## config.mk

```make
export PLATFORM = sky130hd
export DESIGN_NAME = joypad_port_ctrl_flat
export DESIGN_NICKNAME = d
export VERILOG_FILES = /design/src/rtl/joypad_port_ctrl_if.sv /design/src/rtl/joypad_port_ctrl.sv /design/src/flat_wrapper.sv
export SDC_FILE = /design/constraint.sdc
export NUM_CORES = 1
export LEC_CHECK = 0
export ABC_AREA = 1
export CORE_ASPECT_RATIO = 0.6
export CORE_UTILIZATION = 38
export DETAILED_ROUTE_END_ITERATION = 10
export PLACE_DENSITY_LB_ADDON = 0.25
export SYNTH_ARGS = -nofsm -noshare
export SYNTH_HDL_FRONTEND = slang
export SYNTH_SLANG_ARGS = --single-unit
```

## constraint.sdc

```tcl
create_clock -name clk24 -period 2.6 [get_ports clk24]
set_input_delay 0.26 -clock clk24 [delete_from_list [all_inputs] [get_ports clk24]]
set_output_delay 0.26 -clock clk24 [all_outputs]
set_load 0.03 [all_outputs]
```

## src/rtl/joypad_port_ctrl_if.sv

```systemverilog
// rtl/joypad_port_ctrl_if.sv - Pad source inputs, CPU port strobes and serial read-back signals
interface joypad_port_ctrl_if;
   logic       usb_gamepad_ena;
   logic [7:0] usb_gamepad_data;
   logic       uart_pad_ena;
   logic [7:0] uart_pad_data;
   logic       swap;
   logic       jp_wr;
   logic       jp_wr_data;
   logic       jp1_rd;
   logic       jp2_rd;
   logic       jp1_dout;
   logic       jp2_dout;
   logic [1:0] pad_valid;

   modport master (
      output usb_gamepad_ena,
      output usb_gamepad_data,
      output uart_pad_ena,
      output uart_pad_data,
      output swap,
      output jp_wr,
      output jp_wr_data,
      output jp1_rd,
      output jp2_rd,
      input  jp1_dout,
      input  jp2_dout,
      input  pad_valid
   );

   modport slave (
      input  usb_gamepad_ena,
      input  usb_gamepad_data,
      input  uart_pad_ena,
      input  uart_pad_data,
      input  swap,
      input  jp_wr,
      input  jp_wr_data,
      input  jp1_rd,
      input  jp2_rd,
      output jp1_dout,
      output jp2_dout,
      output pad_valid
   );
endinterface

```

## src/rtl/joypad_port_ctrl.sv

```systemverilog
// rtl/joypad_port_ctrl.sv - Two-source pad capture with staleness timeout feeding two NES-style serial ports
module joypad_port_ctrl #(
   parameter int TIMEOUT = 2400000
) (
   input  logic              clk24,
   input  logic              rst,
   joypad_port_ctrl_if.slave bus
);
   localparam int CW = (TIMEOUT > 1) ? $clog2(TIMEOUT) : 1;
   localparam logic [CW-1:0] CNT_MAX = CW'(TIMEOUT - 1);

   typedef enum logic {
      SHIFT  = 1'b0,
      RELOAD = 1'b1
   } port_mode_t;

   // Source index 0 is USB, 1 is UART.
   logic [1:0]    src_ena;
   logic [7:0]    src_data [2];
   logic [7:0]    hold     [2];
   logic [CW-1:0] stale    [2];
   logic [1:0]    valid;

   port_mode_t    mode;
   logic          swap_q;

   logic [1:0]    port_rd;
   logic [7:0]    port_src [2];
   logic [7:0]    sr       [2];

   assign src_ena     = {bus.uart_pad_ena, bus.usb_gamepad_ena};
   assign src_data[0] = bus.usb_gamepad_data;
   assign src_data[1] = bus.uart_pad_data;
   assign port_rd     = {bus.jp2_rd, bus.jp1_rd};

   // A fresh update always beats an expiring counter.
   always_ff @(posedge clk24) begin
      for (int s = 0; s < 2; s++) begin
         if (!rst) begin
            hold[s]  <= 8'h00;
            valid[s] <= 1'b0;
            stale[s] <= '0;
         end else if (src_ena[s]) begin
            hold[s]  <= src_data[s];
            valid[s] <= 1'b1;
            stale[s] <= '0;
         end else if (stale[s] == CNT_MAX) begin
            hold[s]  <= 8'h00;
            valid[s] <= 1'b0;
         end else begin
            stale[s] <= stale[s] + CW'(1);
         end
      end
   end

   // swap is only followed while the strobe is high, so a read sequence sees one mapping.
   always_ff @(posedge clk24) begin
      if (!rst) begin
         mode   <= SHIFT;
         swap_q <= 1'b0;
      end else begin
         if (mode == RELOAD) begin
            swap_q <= bus.swap;
         end
         if (bus.jp_wr) begin
            mode <= port_mode_t'(bus.jp_wr_data);
         end
      end
   end

   always_comb begin
      port_src[0] = swap_q ? hold[1] : hold[0];
      port_src[1] = swap_q ? hold[0] : hold[1];
   end

   // Decisions use the pre-write mode, so a same-cycle write never alters this edge.
   always_ff @(posedge clk24) begin
      for (int p = 0; p < 2; p++) begin
         if (!rst) begin
            sr[p] <= 8'hFF;
         end else if (mode == RELOAD) begin
            sr[p] <= port_src[p];
         end else if (port_rd[p]) begin
            sr[p] <= {1'b1, sr[p][7:1]};
         end
      end
   end

   assign bus.jp1_dout  = sr[0][0] | ~rst;
   assign bus.jp2_dout  = sr[1][0] | ~rst;
   assign bus.pad_valid = valid & {2{rst}};
endmodule

```

## src/flat_wrapper.sv

```systemverilog
// flat-port wrapper written by rule: the top's interface ports become plain ports
module joypad_port_ctrl_flat 
#(
   parameter int TIMEOUT = 2400000
)
  (clk24, rst, bus_usb_gamepad_ena, bus_usb_gamepad_data, bus_uart_pad_ena, bus_uart_pad_data, bus_swap, bus_jp_wr, bus_jp_wr_data, bus_jp1_rd, bus_jp2_rd, bus_jp1_dout, bus_jp2_dout, bus_pad_valid);
  joypad_port_ctrl_if bus_i ();
  input  logic clk24;
  input  logic rst;
  input wire logic [$bits(bus_i.usb_gamepad_ena)-1:0] bus_usb_gamepad_ena;
  input wire logic [$bits(bus_i.usb_gamepad_data)-1:0] bus_usb_gamepad_data;
  input wire logic [$bits(bus_i.uart_pad_ena)-1:0] bus_uart_pad_ena;
  input wire logic [$bits(bus_i.uart_pad_data)-1:0] bus_uart_pad_data;
  input wire logic [$bits(bus_i.swap)-1:0] bus_swap;
  input wire logic [$bits(bus_i.jp_wr)-1:0] bus_jp_wr;
  input wire logic [$bits(bus_i.jp_wr_data)-1:0] bus_jp_wr_data;
  input wire logic [$bits(bus_i.jp1_rd)-1:0] bus_jp1_rd;
  input wire logic [$bits(bus_i.jp2_rd)-1:0] bus_jp2_rd;
  output wire logic [$bits(bus_i.jp1_dout)-1:0] bus_jp1_dout;
  output wire logic [$bits(bus_i.jp2_dout)-1:0] bus_jp2_dout;
  output wire logic [$bits(bus_i.pad_valid)-1:0] bus_pad_valid;
  assign bus_i.usb_gamepad_ena = bus_usb_gamepad_ena;
  assign bus_i.usb_gamepad_data = bus_usb_gamepad_data;
  assign bus_i.uart_pad_ena = bus_uart_pad_ena;
  assign bus_i.uart_pad_data = bus_uart_pad_data;
  assign bus_i.swap = bus_swap;
  assign bus_i.jp_wr = bus_jp_wr;
  assign bus_i.jp_wr_data = bus_jp_wr_data;
  assign bus_i.jp1_rd = bus_jp1_rd;
  assign bus_i.jp2_rd = bus_jp2_rd;
  assign bus_jp1_dout = bus_i.jp1_dout;
  assign bus_jp2_dout = bus_i.jp2_dout;
  assign bus_pad_valid = bus_i.pad_valid;
  joypad_port_ctrl #(.TIMEOUT(TIMEOUT)) u_core (.clk24(clk24), .rst(rst), .bus(bus_i));
endmodule
```

==> run metrics <==
vias in the first global route=roughly 3200; postcts setup bufs=0; fin nets=571; clk sinks=80; RSZ-0062 raised after global routing=no; worst hold path class=primary input to register; area leader, netlist=edfxtp_1; Synth top cells by count=127 x nand2_1, 95 x nor2_1, 76 x edfxtp_1; post-layout util=46.8%; CTS root buf=clkbuf_16; row cnt=29; vias per inst=4.87; crit-path max FO=5; Mapped Avg Cell Area=~8.6 sq um; Critical Path Sink Type=primary output; Die X=141 um; Initial Utilization=roughly two fifths; die area=roughly 12000 sq um; CTS tree=built; # IOs=29; number of synthesized flops with an enable pin=76; top cells by area, synth=edfxtp_1 52%, nand2_1 11%, nor2_1 8.1%; Critical Path RT=approximately 2300 ps; ANT cells=0; most frequent cell after synthesis=nand2_1; CP Class=primary input to primary output; H-tree depth=3; Leak=between 1.5 and 2 nW; Final Cell Area=5100 sq um; dpl hpwl=7.09 mm; post-synth top area share=52.0%; max-cap violations=0; Hold Buf Count CTS=0; worst hold slack=between 400 and 500 ps; Setup-failing EPs final=0; Finished Layout Cells=a little under 700; largest net degree at the start of global routing=31; DRC Markers=0; global route overflow=0; Cells after Synth=approximately 510; worst-case clock buffer depth=2; post-placement cell area=about 4800 sq um; Post-Syn Nets=roughly 540; first-pass GRT wire length=about 16 mm; status=completed; Max-slew headroom=between 60 and 70%; core area=10900 sq um; Post-synth ARST share=0%; via count=approximately 3400; Power Density=581 nW/um^2; Yosys reg bits=80; Die H=85.2 um; Worst-Margin Slew=between 500 and 600 ps; Total Wirelength=around 9.5 mm; gp weighted congestion=about 0.88; total power=around 3 mW; Avg WL per Cell=13.8 um; fin. max-slew vios=0; Comb pwr share=under 10%; GRT Total Usage=between 10% and 20%; Switching Share=roughly 23%; Clock transition at path regs=approximately 60 ps; register area share after synthesis=around 54%; initial antenna violation count=0; sequential share of power=around 52%; Final Hold Viols=0; Synth Cell Area=approximately 4400 sq um; first-pass iteration count of the detailed router=4; post-route minimum period=2170 ps; Synth warnings=0; Synth Flop Type=edfxtp_1; share of cells above drive strength 1=8.56%; period utilization=roughly 83%; clock skew=7.84 ps; Resized cells post-CTS=0; clock power share=between 40% and 50%; max frequency=0.461 GHz; pre-CTS setup slack=roughly 450 ps; final setup margin=approximately 430 ps; setup tns final=0 ps; Area Overhead vs Synth=16.2%; Setup crit start kind=primary input; Buffers on Ports=28; Synth cell types=28; Placed Cells=roughly 670; VDD IR-drop max=between 300 and 400 uV; worst skew pair latency=about 340 ps; Routed Antenna Nets=0; DRT iter0 DRCs=259; Psw=about 0.67 mW; CP arrival=about 1900 ps; internal power=roughly 2.3 mW; CTS Buf Count=9
-- registers in the layout (all words and copies together) (netlist names) --
signal         count
u_core.stale      44
u_core.hold       16
u_core.sr         16
u_core.valid       2
u_core.mode        1
u_core.swap_q      1
-- power by group through the flow --
stage	combinational (mW)	sequential, mW	clock [mW]
finish	0.203	1.53	1.23
global route	0.230	1.54	1.31
CTS	0.205	1.53	1.26
global placement	0.200	1.56	0
floorplan	0.134	1.53	0
detailed placement	0.204	1.56	0
-- cell families (layout without fill, tap and decap cells) --
kind of cell / Yosys count / after routing / synth area share [%]
compound gates: 43 / 43 / 5.48
xor+xnor: 22 / 22 / 4.39
fa+ha+maj: 2 / 2 / 0.570
buf+inv: 73 / 113 / 7.02
flops: 80 / 80 / 53.9
simple gates: 289 / 289 / 28.7
-- layout by cell type, fill, tap and decap left out, drive strengths merged, types with 5 or more instances in the layout --
| cell | instances |
|---|---|
| o2bb2ai | 6 |
| edfxtp | 76 |
| nor2 | 109 |
| inv | 63 |
| a21oi | 30 |
| nor3 | 8 |
| xnor2 | 12 |
| nand4 | 6 |
| nand3 | 26 |
| clkdlybuf4s50 | 28 |
| o21ai | 6 |
| xor2 | 10 |
| clkinv | 5 |
| clkbuf | 9 |
| buf | 5 |
| nand2 | 133 |
-- final cells by class --
cell class              count  area (sq um)
repair buffers             33           318
multi-input cells         356          1720
well taps                 139           174
fillers                  1071          5790
flip-flops and latches     80          2360
clock inverters             7          62.6
clock buffers               9           225
inverters                  64           240
-- worst max-delay path: stages --
cell	delay, ps
clkdlybuf4s50_1	580
inv_1	170
or2_2	300
clkdlybuf4s50_1	590
-- worst paths after layout --
check                     startpoint                  end  slack [ps]  cells after the start
setup reg to reg  u_core.stale[1][0]  u_core.stale[1][11]         590                      8
setup / recovery                 rst         bus_jp2_dout         430                      4
hold reg to reg      u_core.sr[1][5]      u_core.sr[1][4]         530                      2
hold / removal        bus_jp_wr_data          u_core.mode         490                      3
-- routing by layer --
metal	global-route usage, %	routed length (um)	vias to the layer above	share of wire, %
met2	23.8	3710	94	39
li1	-	-	1716	-
met5	0	0	-	0
met1	27.0	5090	1534	54
met4	4.45	61	0	0.64
met3	4.29	603	6	6.4
(Power assumes the default switching activity.)
